[src/rtl/ov7670_cam_emulator.sv]
// Synthetic OV7670 camera source: emits RGB565 test frames as a PCLK/HREF/VSYNC byte stream.
// Data is updated on the PCLK falling edge so it is stable where the receiver samples.
module ov7670_cam_emulator #(
  parameter int unsigned H_ACTIVE  = 160,
  parameter int unsigned V_ACTIVE  = 120,
  parameter int unsigned H_BLANK   = 16,
  parameter int unsigned VS_LINES  = 3,
  parameter int unsigned VBP_LINES = 2,
  parameter int unsigned VFP_LINES = 2
) (
  input  logic       clk,
  input  logic       rst,
  input  logic       en,
  input  logic [1:0] pattern_sel,
  output logic       CAM_PCLK,
  output logic       CAM_HREF,
  output logic       CAM_VSYNC,
  output logic [7:0] CAM_DATOS,
  output logic       frame_done,
  output logic [7:0] frame_cnt
);

  localparam int unsigned LINE_LEN    = 2 * H_ACTIVE + H_BLANK;
  localparam int unsigned FRAME_LINES = VS_LINES + VBP_LINES + V_ACTIVE + VFP_LINES;
  localparam int unsigned BX_W        = $clog2(LINE_LEN);
  localparam int unsigned LY_W        = $clog2(FRAME_LINES);
  localparam int unsigned V_START     = VS_LINES + VBP_LINES;
  localparam int unsigned BAR_W       = H_ACTIVE / 8;

  localparam logic [0:0] ST_IDLE = 1'b0;
  localparam logic [0:0] ST_RUN  = 1'b1;

  logic [0:0]      state_q, state_d;
  logic            pclk_q, pclk_d;
  logic [BX_W-1:0] bx_q, bx_d;
  logic [LY_W-1:0] ly_q, ly_d;
  logic [1:0]      sel_q, sel_d;
  logic            done_q, done_d;
  logic [7:0]      cnt_q, cnt_d;

  logic [31:0] bx32, ly32, px32, py32, bar;
  logic        last_bx, last_line, run, active_line;
  logic [15:0] pixel;

  assign bx32      = 32'(bx_q);
  assign ly32      = 32'(ly_q);
  assign last_bx   = (bx32 == LINE_LEN - 1);
  assign last_line = (ly32 == FRAME_LINES - 1);

  always_comb begin
    state_d = state_q;
    pclk_d  = pclk_q;
    bx_d    = bx_q;
    ly_d    = ly_q;
    sel_d   = sel_q;
    unique case (state_q)
      ST_IDLE: begin
        pclk_d = 1'b0;
        if (en) begin
          state_d = ST_RUN;
          bx_d    = '0;
          ly_d    = '0;
          sel_d   = pattern_sel;
        end
      end
      default: begin
        pclk_d = ~pclk_q;
        if (pclk_q) begin
          if (last_bx && last_line) begin
            bx_d = '0;
            ly_d = '0;
            if (en) sel_d = pattern_sel;
            else    state_d = ST_IDLE;
          end else if (last_bx) begin
            bx_d = '0;
            ly_d = ly_q + 1'b1;
          end else begin
            bx_d = bx_q + 1'b1;
          end
        end
      end
    endcase
    // Pulse on the falling-PCLK edge that puts the frame's final byte on the bus
    done_d = pclk_q && (32'(bx_d) == LINE_LEN - 1) && (32'(ly_d) == FRAME_LINES - 1);
    cnt_d  = cnt_q + 8'(done_d);
  end

  always_ff @(posedge clk or negedge rst) begin
    if (!rst) begin
      state_q <= ST_IDLE;
      pclk_q  <= 1'b0;
      bx_q    <= '0;
      ly_q    <= '0;
      sel_q   <= 2'd0;
      done_q  <= 1'b0;
      cnt_q   <= 8'd0;
    end else begin
      state_q <= state_d;
      pclk_q  <= pclk_d;
      bx_q    <= bx_d;
      ly_q    <= ly_d;
      sel_q   <= sel_d;
      done_q  <= done_d;
      cnt_q   <= cnt_d;
    end
  end

  assign run         = (state_q == ST_RUN);
  assign active_line = (ly32 >= V_START) && (ly32 < V_START + V_ACTIVE);
  assign px32        = bx32 >> 1;
  assign py32        = ly32 - V_START;
  assign bar         = px32 / BAR_W;

  always_comb begin
    pixel = 16'h0000;
    unique case (sel_q)
      2'd0: begin
        unique case (bar)
          32'd0:   pixel = 16'hFFFF;
          32'd1:   pixel = 16'hFFE0;
          32'd2:   pixel = 16'h07FF;
          32'd3:   pixel = 16'h07E0;
          32'd4:   pixel = 16'hF81F;
          32'd5:   pixel = 16'hF800;
          32'd6:   pixel = 16'h001F;
          default: pixel = 16'h0000;
        endcase
      end
      2'd1:    pixel = {px32[4:0], py32[5:0], cnt_q[4:0]};
      2'd2:    pixel = 16'(py32 * H_ACTIVE + px32);
      default: pixel = 16'h0000;
    endcase
  end

  assign CAM_PCLK   = pclk_q;
  assign CAM_VSYNC  = run && (ly32 < VS_LINES);
  assign CAM_HREF   = run && active_line && (bx32 < 2 * H_ACTIVE);
  assign CAM_DATOS  = CAM_HREF ? (bx_q[0] ? pixel[7:0] : pixel[15:8]) : 8'h00;
  assign frame_done = done_q;
  assign frame_cnt  = cnt_q;

endmodule

[config.mk]
export PLATFORM = sky130hd
export DESIGN_NAME = ov7670_cam_emulator
export DESIGN_NICKNAME = d
export VERILOG_FILES = /design/src/rtl/ov7670_cam_emulator.sv
export SDC_FILE = /design/constraint.sdc
export NUM_CORES = 1
export LEC_CHECK = 0
export CORE_AREA = 2 2 90 92
export CTS_CLUSTER_DIAMETER = 120
export DETAILED_ROUTE_END_ITERATION = 6
export DIE_AREA = 0 0 92 94
export PLACE_DENSITY_LB_ADDON = 0.12
export SETUP_SLACK_MARGIN = 0.1
export SLEW_MARGIN = 20
export SYNTH_ARGS = -nofsm -noshare
export SYNTH_HDL_FRONTEND = slang
export SYNTH_SLANG_ARGS = --single-unit
[constraint.sdc]
create_clock -name clk -period 6.85 [get_ports clk]
set_clock_uncertainty 0.05 [all_clocks]
set_input_delay 2.055 -clock clk [delete_from_list [all_inputs] [get_ports clk]]
set_output_delay 2.055 -clock clk [all_outputs]
set_load 0.02 [all_outputs]
== Yosys cells after proc, flatten, opt, wreduce, memory -nomap -nowiden ==
Index checks and enable logic that the tools add are counted.
W data, S select, Z words.

* Add/subtract/negate cells: 5
* Multiply operators: 1
* Divide/modulo/power cells: 1
* Order comparisons: 4
* Eq/ne operators: 14
* Multiplexer cells: 23
* Bitwise operators: 1
* Reductions and logical operators: 10

{| class="wikitable"
|+ Operators by type and width
! kind !! count
|-
| $pmux W16 S7 || 1
|-
| $eq A32 B3 Y1 const B || 3
|-
| $eq A32 B2 Y1 const B || 2
|-
| $pmux W16 S3 || 1
|-
| $mux W9 || 5
|-
| $mux W7 || 5
|-
| $div A8 B5 Y32 const B || 1
|-
| $eq A32 B1 Y1 const B || 1
|-
| $logic_not A32 Y1 || 1
|-
| $mul A32 B3 Y11 const B || 1
|-
| $eq A9 B9 Y1 const B || 2
|-
| $add A16 B8 Y16 || 1
|-
| $mux W8 || 2
|-
| $eq A7 B7 Y1 const B || 2
|-
| $add A9 B1 Y9 const B || 1
|-
| $lt A9 B9 Y1 const B || 1
|-
| $add A8 B1 Y8 || 1
|-
| $mux W2 || 4
|-
| $sub A7 B3 Y8 const B || 1
|-
| $add A7 B1 Y7 const B || 1
|-
| $ge A7 B3 Y1 const B || 1
|-
| $logic_and A1 B1 Y1 || 7
|-
| $lt A7 B2 Y1 const B || 1
|-
| $lt A7 B7 Y1 const B || 1
|-
| other kinds (7) || 12
|}

* Bits in registers: 29
* Output and inout port bits: 20

== Logic depth before layout (Yosys ltp) ==
Gate-level depths: netlist of run 1.

* Word-level depth: 9
* Mapped depth: 16

== Worst setup path before layout of run 1 ==
Ideal clock, no wire load.

* Path type: reg-to-output
* Start point: reg ly_q[0]
* End point: out CAM_DATOS[7]
* Arrival time: 3.606 ns
* Setup slack: 1.139 ns
* Stages on the path, launching flop included: 16
* Buffers on the path: 1
* Cell sequence: dfrtp_1 > clkbuf_1 > inv_1 > ha_1 > nor2b_1 > nor2_1 > xnor2_1 > ha_1 > ha_1 > o21a_1 > o31a_1 > or4b_1 > o2111ai_1 > nand3_1 > xor2_1 > o21ai_0

* Cells in the longest elaborated chain, start to end: 6

{| class="wikitable"
|+ Ends and longest elaborated chain
! element !! RTL line !! RTL
|-
| from (decl) || 36 || <nowiki>logic [LY_W-1:0] ly_q, ly_d;</nowiki>
|-
| from (signal assigned) || 101 || <nowiki>ly_q <= ly_d;</nowiki>
|-
| $sub A7 B3 Y8 || 111 || <nowiki>assign py32 = ly32 - V_START;</nowiki>
|-
| $mul A32 B3 Y11 || 130 || <nowiki>2'd2: pixel = 16'(py32 * H_ACTIVE + px32);</nowiki>
|-
| $add A16 B8 Y16 || 130 ||
|-
| $pmux W16 S3 || 116 || <nowiki>unique case (sel_q)</nowiki>
|-
| $mux W8 || 138 || <nowiki>assign CAM_DATOS = CAM_HREF ? (bx_q[0] ? pixel[7:0] : pixel[15:8]) : 8'h00;</nowiki>
|-
| $mux W8 * || 138 ||
|-
| to (decl) || 18 || <nowiki>output logic [7:0] CAM_DATOS,</nowiki>
|}

Mark *: on every way between the ends. The rest lies on a longest branch, timed or not.

== Worst setup path after layout of run 1 ==
* Start point: reg ly_q[1]
* End point: out CAM_DATOS[6]

Same word-level chain as after synthesis.

==> metrics.txt, run 1 <==
drt total wl between 7000 and 8000 um; Synth async-reset ratio 100%; IR drop worst, VDD between 0.1 and 0.15 mV; Final Power roughly 0.37 mW; Post-Route Setup TNS 0 ns; sequential share of the synthesized area approximately 24%; Ports 25; Reg clk slew, reported paths roughly 0.070 ns; maxcap violations 0; share of layout cells above drive strength 1 7.83%; CTS tree yes; critical path's largest stage delay about 0.63 ns; first-pass GRT wire length 13100 um; count of final setup violators 0; setup ws final slightly below 0.4 ns; Slew @ Worst Pin roughly 0.9 ns; gr ovfl total 0; register bit total from synthesis 29; Hold Path Class flip-flop to flip-flop; cell type with the highest aggregate area in the netlist dfrtp_1; vias in the first global route around 2700; max-slew violations 0; largest net degree at the start of global routing 30; worst skew pair latency ~0.28 ns; GRT Total Usage between 10% and 20%; Cell Area, Synth approximately 3000 sq um; Switching Share 20.1%; slowest CP cell clkdlybuf4s50_1; Crit Path Category flip-flop to output port; dpl cell area ~3300 sq um; relative slew slack about two fifths; PD cells between 100 and 150 nW/um^2; Switch Pwr about 0.073 mW; endpoints failing hold 0; die width around 92 um; Synth area leaders dfrtp_1, ha_1, nand2_1; Syn Inst Count about 370; status completed; final period utilization 94.4%; # rows 32; Final Util 44.8%; CP arrival about 4.4 ns; CTS Hold Bufs 0; Max Clk Rate about 150 MHz; Combinational Power Share around 1.7%; initial core utilization 39.4%; Mean Syn Cell Area a little over 8 sq um; hold_ws around 0.42 ns; antenna viol nets, final 0; clock share of power 51.4%; clock sink count 29; distinct cell type count after synthesis 70; fin crit period roughly 6.5 ns; area delta synth->final 13.9%; H-tree levels 2; Inserted Clock Buffers 5; Yosys warnings 0; cell internal pwr between 0.2 and 0.3 mW; Yosys top cell area share between 20% and 30%; Leakage 1.44 nW; Crit Path Max Fanout 9; fin nets 413; chip height around 94 um; # diodes 0; dpl ws 0.562 ns; Initial DRC Count between 150 and 200; via count 2777; Mapped Nets 400; clk buf depth 2; initial antenna violation count 0; Synth Flop Type dfrtp_1; Root Driver clkbuf_8; DR DRC count 0; core area 7610 sq um; crit path capture type output port; DP Wirelength 5760 um; PortBufs 24; 1st-pass router iterations 5; Data required, critical path around 4.7 ns; routability cong. 0.880; routed len/inst about 16 um; vias per cell roughly 5.7; critical path startpoint category flip-flop; non-filler instance count after layout around 490; fillers 791; placed insts approximately 480; Final Instance Area 3410 sq um; number of synthesized flops with an enable pin 0; Flop pwr share 46.9%; sequence of cells on the critical path inv_1 -> ha_1 -> nor2b_1 -> nor2_1 -> xnor2_2 -> ha_1 -> inv_1 -> fa_1 -> nor2b_1 -> o31a_1 -> or4b_1 -> o2111ai_1 -> or3b_2 -> a41oi_1 -> clkdlybuf4s50_1; RSZ-0062 raised after global routing no; Die ar. about 8600 sq um
-- cells by family (layout without fill, tap and decap cells) --
group / after synthesis / after routing / share of synthesized area [%]
AND/OR/NAND/NOR: 130 / 130 / 23.7
AO/OA/AOI/OAI: 115 / 115 / 25.8
buffers and inverters: 39 / 53 / 5.85
flip-flops: 29 / 29 / 24.2
adder cells (fa/ha/maj): 27 / 27 / 11.7
XOR/XNOR: 26 / 26 / 7.61
multiplexers: 3 / 3 / 1.13
-- state kept, by name, indices dropped and copies added, names as in the netlist --
register	flops
frame_cnt	8
run	1
frame_done	1
ly_q	7
CAM_PCLK	1
sel_q	2
bx_q	9
-- worst max-delay path, delay by kind of cell (launching register included) --
family | cells | cell delay (ns)
AOI/OAI and AO/OA | 3 | 0.55
xor gates and xnor gates | 1 | 0.17
and+or+nand+nor | 5 | 1.04
DFF | 1 | 0.52
buffers and inverters | 3 | 0.79
adders and majority gates | 3 | 1.00
-- area by class of cell --
| class | count | area, sq um | share of cell area, % |
|---|---|---|---|
| clock buffer | 6 | 82.6 | 2.42 |
| clock inverter | 2 | 37.5 | 1.10 |
| inverter | 17 | 63.8 | 1.87 |
| multi-input combinational | 301 | 2100 | 61.6 |
| sequential | 29 | 727 | 21.3 |
| tap | 102 | 128 | 3.74 |
| timing repair buffer | 28 | 270 | 7.93 |
-- timing repair --
item                                    CTS  global route
endpoints found under the setup margin    0             2
setup buffers                             0             1
resized for setup                         0             3
-- per-layer routing --
metal  track usage (%)  part of all wire, %
met1              26.1                   48
met2              30.9                   46
met3              2.09                  4.2
met4              4.60                  1.1
met5                 0                    0
-- placed cells by master, fill, tap and decap left out, drive strengths merged, types with 4 or more instances in the layout --
cell type      Yosys  layout
buf               12       4
a211oi             6       6
nor2              19      19
xnor2             16      16
a22oi              6       6
a22o               6       6
a21o               5       5
nor3               8       8
o21ai             29      29
xor2              10      10
a21oi             20      20
o22ai              5       5
nand4              6       6
nand3             15      15
nand2b             7       7
clkbuf            10       6
ha                24      24
nor2b              8       8
inv               17      17
a31oi              9       9
dfrtp             29      29
and2               4       4
clkdlybuf4s50      0      24
nand2             41      41
-- final timing paths --
kind	start	to	slack, ns	cells after the start
max	ly_q[1]	CAM_DATOS[6]	0.38	15
min	frame_cnt[7]	frame_cnt[7]	0.42	1
max reg2reg	bx_q[5]	frame_cnt[6]	3.14	11
min reg2reg	frame_cnt[7]	frame_cnt[7]	0.42	1
max in group asynchronous	rst	ly_q[0]	4.34	2
min in group asynchronous	rst	ly_q[4]	2.10	2
-- power by group through the flow --
stage | registers (mW) | clock network, mW | logic [mW]
finish | 0.171 | 0.188 | 0.00626
global route | 0.171 | 0.202 | 0.00719
CTS | 0.171 | 0.191 | 0.00664
detailed placement | 0.174 | 0 | 0.00665
global placement | 0.174 | 0 | 0.00646
floorplan | 0.174 | 0 | 0.000107
-- cell usage after synthesis, types with 2 or more instances --
cell type and number:
a21boi_1 2, nor3_1 6, a21o_1 5, a22oi_1 6, a21oi_1 20, nor4_2 2
nand2b_1 7, a22o_1 6, inv_2 2, xnor2_1 16, clkbuf_1 10, buf_2 8
a31oi_1 9, a211o_1 2, o22ai_1 5, nand3_1 15, inv_1 15, o211ai_1 3
nor3b_1 2, nand4_1 5, buf_6 2, xor2_1 10, a221oi_2 2, ha_1 24
fa_1 2, nor2_1 19, o21ai_0 25, dfrtp_1 29, and3_1 3, and4_1 2
nor2b_1 8, o21bai_1 2, nand3b_1 3, o21ai_1 4, o21a_1 3, mux2_2 3
a211oi_1 6, nand2_1 41, and2_1 4
Note: power is estimated with default switching activity, not from simulation.
==> run 2: changes to the inputs <==
--- a/config.mk
+++ b/config.mk
@@ -9,7 +9,9 @@
 export CTS_CLUSTER_DIAMETER = 120
 export DETAILED_ROUTE_END_ITERATION = 6
 export DIE_AREA = 0 0 92 94
+export HOLD_SLACK_MARGIN = 0.03
 export PLACE_DENSITY_LB_ADDON = 0.12
+export REMOVE_ABC_BUFFERS = 1
 export SETUP_SLACK_MARGIN = 0.1
 export SLEW_MARGIN = 20
 export SYNTH_ARGS = -nofsm -noshare
==> run 2 against run 1 <==
  * Combinational power fell by 1%
  * Final cell count down 0.21%
  * Hold slack improved by 0.0058 ns
  * Design area decreased by 0.73%
  * Total power shrank 13%
  * Largest power group is now sequential cells
  * Global-route usage is 0.052 points lower
  * Sequential cell count is the same
  * Sequential power is essentially flat
==> metrics.txt, run 2 (synthesis results as in run 1) <==
status completed; Final Power 0.319 mW (-13%); hold_ws 0.427 ns (+0.00583 ns); IR drop worst, VDD 0.0998 mV (-10%); # diodes 0 (unchanged); largest net degree at the start of global routing 30 (unchanged); Reg with most FFs bx_q; clk buf depth 2 (unchanged); area delta synth->final 13.0%; fin nets 413 (unchanged); DR DRC count 0 (unchanged); chip height 94 um (unchanged); max-slew violations 0 (unchanged); routed len/inst 15.6 um (-0.20%); Inserted Clock Buffers 5 (unchanged); # rows 32 (unchanged); Crit Path Category flip-flop to output port; Post-Route Setup TNS 0 ns (unchanged); critical path startpoint category flip-flop; endpoints failing hold 0 (unchanged); die width 92 um (unchanged); sequence of cells on the critical path inv_1 -> ha_1 -> nor2b_1 -> nor4_1 -> xor2_1 -> ha_1 -> ha_1 -> o21a_1 -> o31a_1 -> a21oi_1 -> and3_1 -> xnor2_1 -> nand2b_1 -> a31oi_1 -> clkdlybuf4s50_1; Max Clk Rate 158 MHz (+2.4%); GRT Total Usage 18.6% (-0.052 points); core area 7610 sq um (unchanged); antenna viol nets, final 0 (unchanged); Reg clk slew, reported paths 0.06 ns (about the same); slowest CP cell clkdlybuf4s50_1; drt total wl 7560 um (-0.41%); CP arrival 4.21 ns (-0.15 ns); share of layout cells above drive strength 1 7.59% (-0.24 points); Die ar. 8650 sq um (unchanged); Ports 25 (unchanged); CTS tree yes; Slew @ Worst Pin 0.841 ns (-0.0437 ns); clock sink count 29 (unchanged); Root Driver clkbuf_8; initial antenna violation count 0 (unchanged); Initial DRC Count 153 (-8.9%); worst skew pair latency 0.28 ns (about the same); DP Wirelength 5710 um (-0.87%); first-pass GRT wire length 13000 um (-0.42%); PD cells 94.3 nW/um^2 (-12%); fin crit period 6.32 ns (-0.150 ns); Leakage 1.43 nW (-0.92%); Final Util 44.5% (-0.33 points); routability cong. 0.877 (-0.34%); PortBufs 24 (unchanged); vias in the first global route 2661 (+0.34%); H-tree levels 2 (unchanged); Data required, critical path 4.74 ns (about the same); max reg flops 9 (unchanged); initial core utilization 39.4% (unchanged); relative slew slack 43.8% (+2.9 points); critical path's largest stage delay 0.62 ns (about the same); final period utilization 92.2% (-2.2 points); most frequent cells in the layout nand2_1, dfrtp_1, o21ai_0, ha_1, clkdlybuf4s50_1; maxcap violations 0 (unchanged); via count 2761 (-0.58%); count of final setup violators 0 (unchanged); commonest non-fill, non-tap cell in the layout nand2_1; 1st-pass router iterations 4 (-1); most used cell, CP ha_1; dpl ws 0.531 ns (-0.0312 ns); RSZ-0062 raised after global routing no; CTS Hold Bufs 0 (unchanged); gr ovfl total 0 (unchanged); vias per cell 5.70 (-0.37%); Crit Path Max Fanout 10 (+1); setup ws final 0.535 ns (+0.150 ns); crit path capture type output port; Hold Path Class flip-flop to flip-flop
[run 2: power by group]
| part | leakage, nW | switching (mW) | internal (mW) |
|---|---|---|---|
| sequential | 0.364 | 0 | 0.171 |
| combinational | 1.02 | 0.00372 | 0.00245 |
| clock | 0.0443 | 0.0622 | 0.0795 |
[run 2: worst paths after layout]
kind                                    from            to  slack [ns]  cells after the start
worst max-delay path                 ly_q[0]  CAM_DATOS[5]        0.53                     15
worst min-delay path            frame_cnt[7]  frame_cnt[7]        0.43                      1
worst max register to register       bx_q[5]  frame_cnt[6]        3.06                     11
worst min register to register  frame_cnt[7]  frame_cnt[7]        0.43                      1
max in group asynchronous                rst       ly_q[0]        4.34                      2
min in group asynchronous                rst       ly_q[5]        2.11                      2
[run 2: area by class of cell]
cell class / instances / area [sq um]
Fill cell: 785 / 4220
Multi-Input combinational cell: 301 / 2100
Sequential cell: 29 / 727
Timing Repair Buffer: 28 / 275
Tap cell: 102 / 128
Clock buffer: 7 / 86.3
Inverter: 17 / 63.8
[run 2: worst max-delay path: cells and delay by family, from the launching register on]
kind            cells  cell delay [ns]
compound gates      4             0.78
xor+xnor            2             0.35
fa+ha+maj           3             0.85
buf+inv             2             0.79
flops               1             0.47
simple gates        4             0.68
[run 2: per-stage QoR]
stage	cell area, sq um	std cells
floorplan	2880	347
global placement	3270	476
detailed placement	3270	476
CTS	3360	483
global route	3380	484
finish	3380	484
[run 2: layer usage]
| layer | GRT usage [%] | vias up | part of all wire (%) |
|---|---|---|---|
| met5 | 0 | - | 0 |
| met4 | 4.85 | 0 | 0.91 |
| met3 | 1.85 | 6 | 3.3 |
| met2 | 32.2 | 54 | 48 |
| met1 | 25.0 | 1312 | 48 |
| li1 | - | 1389 | - |
[run 2: what timing repair did]
action	4_1_cts	5_1_grt
hold endpoints to repair	0	0
buffers inserted	0	1
resized for setup	0	6
setup endpoints to repair	0	5
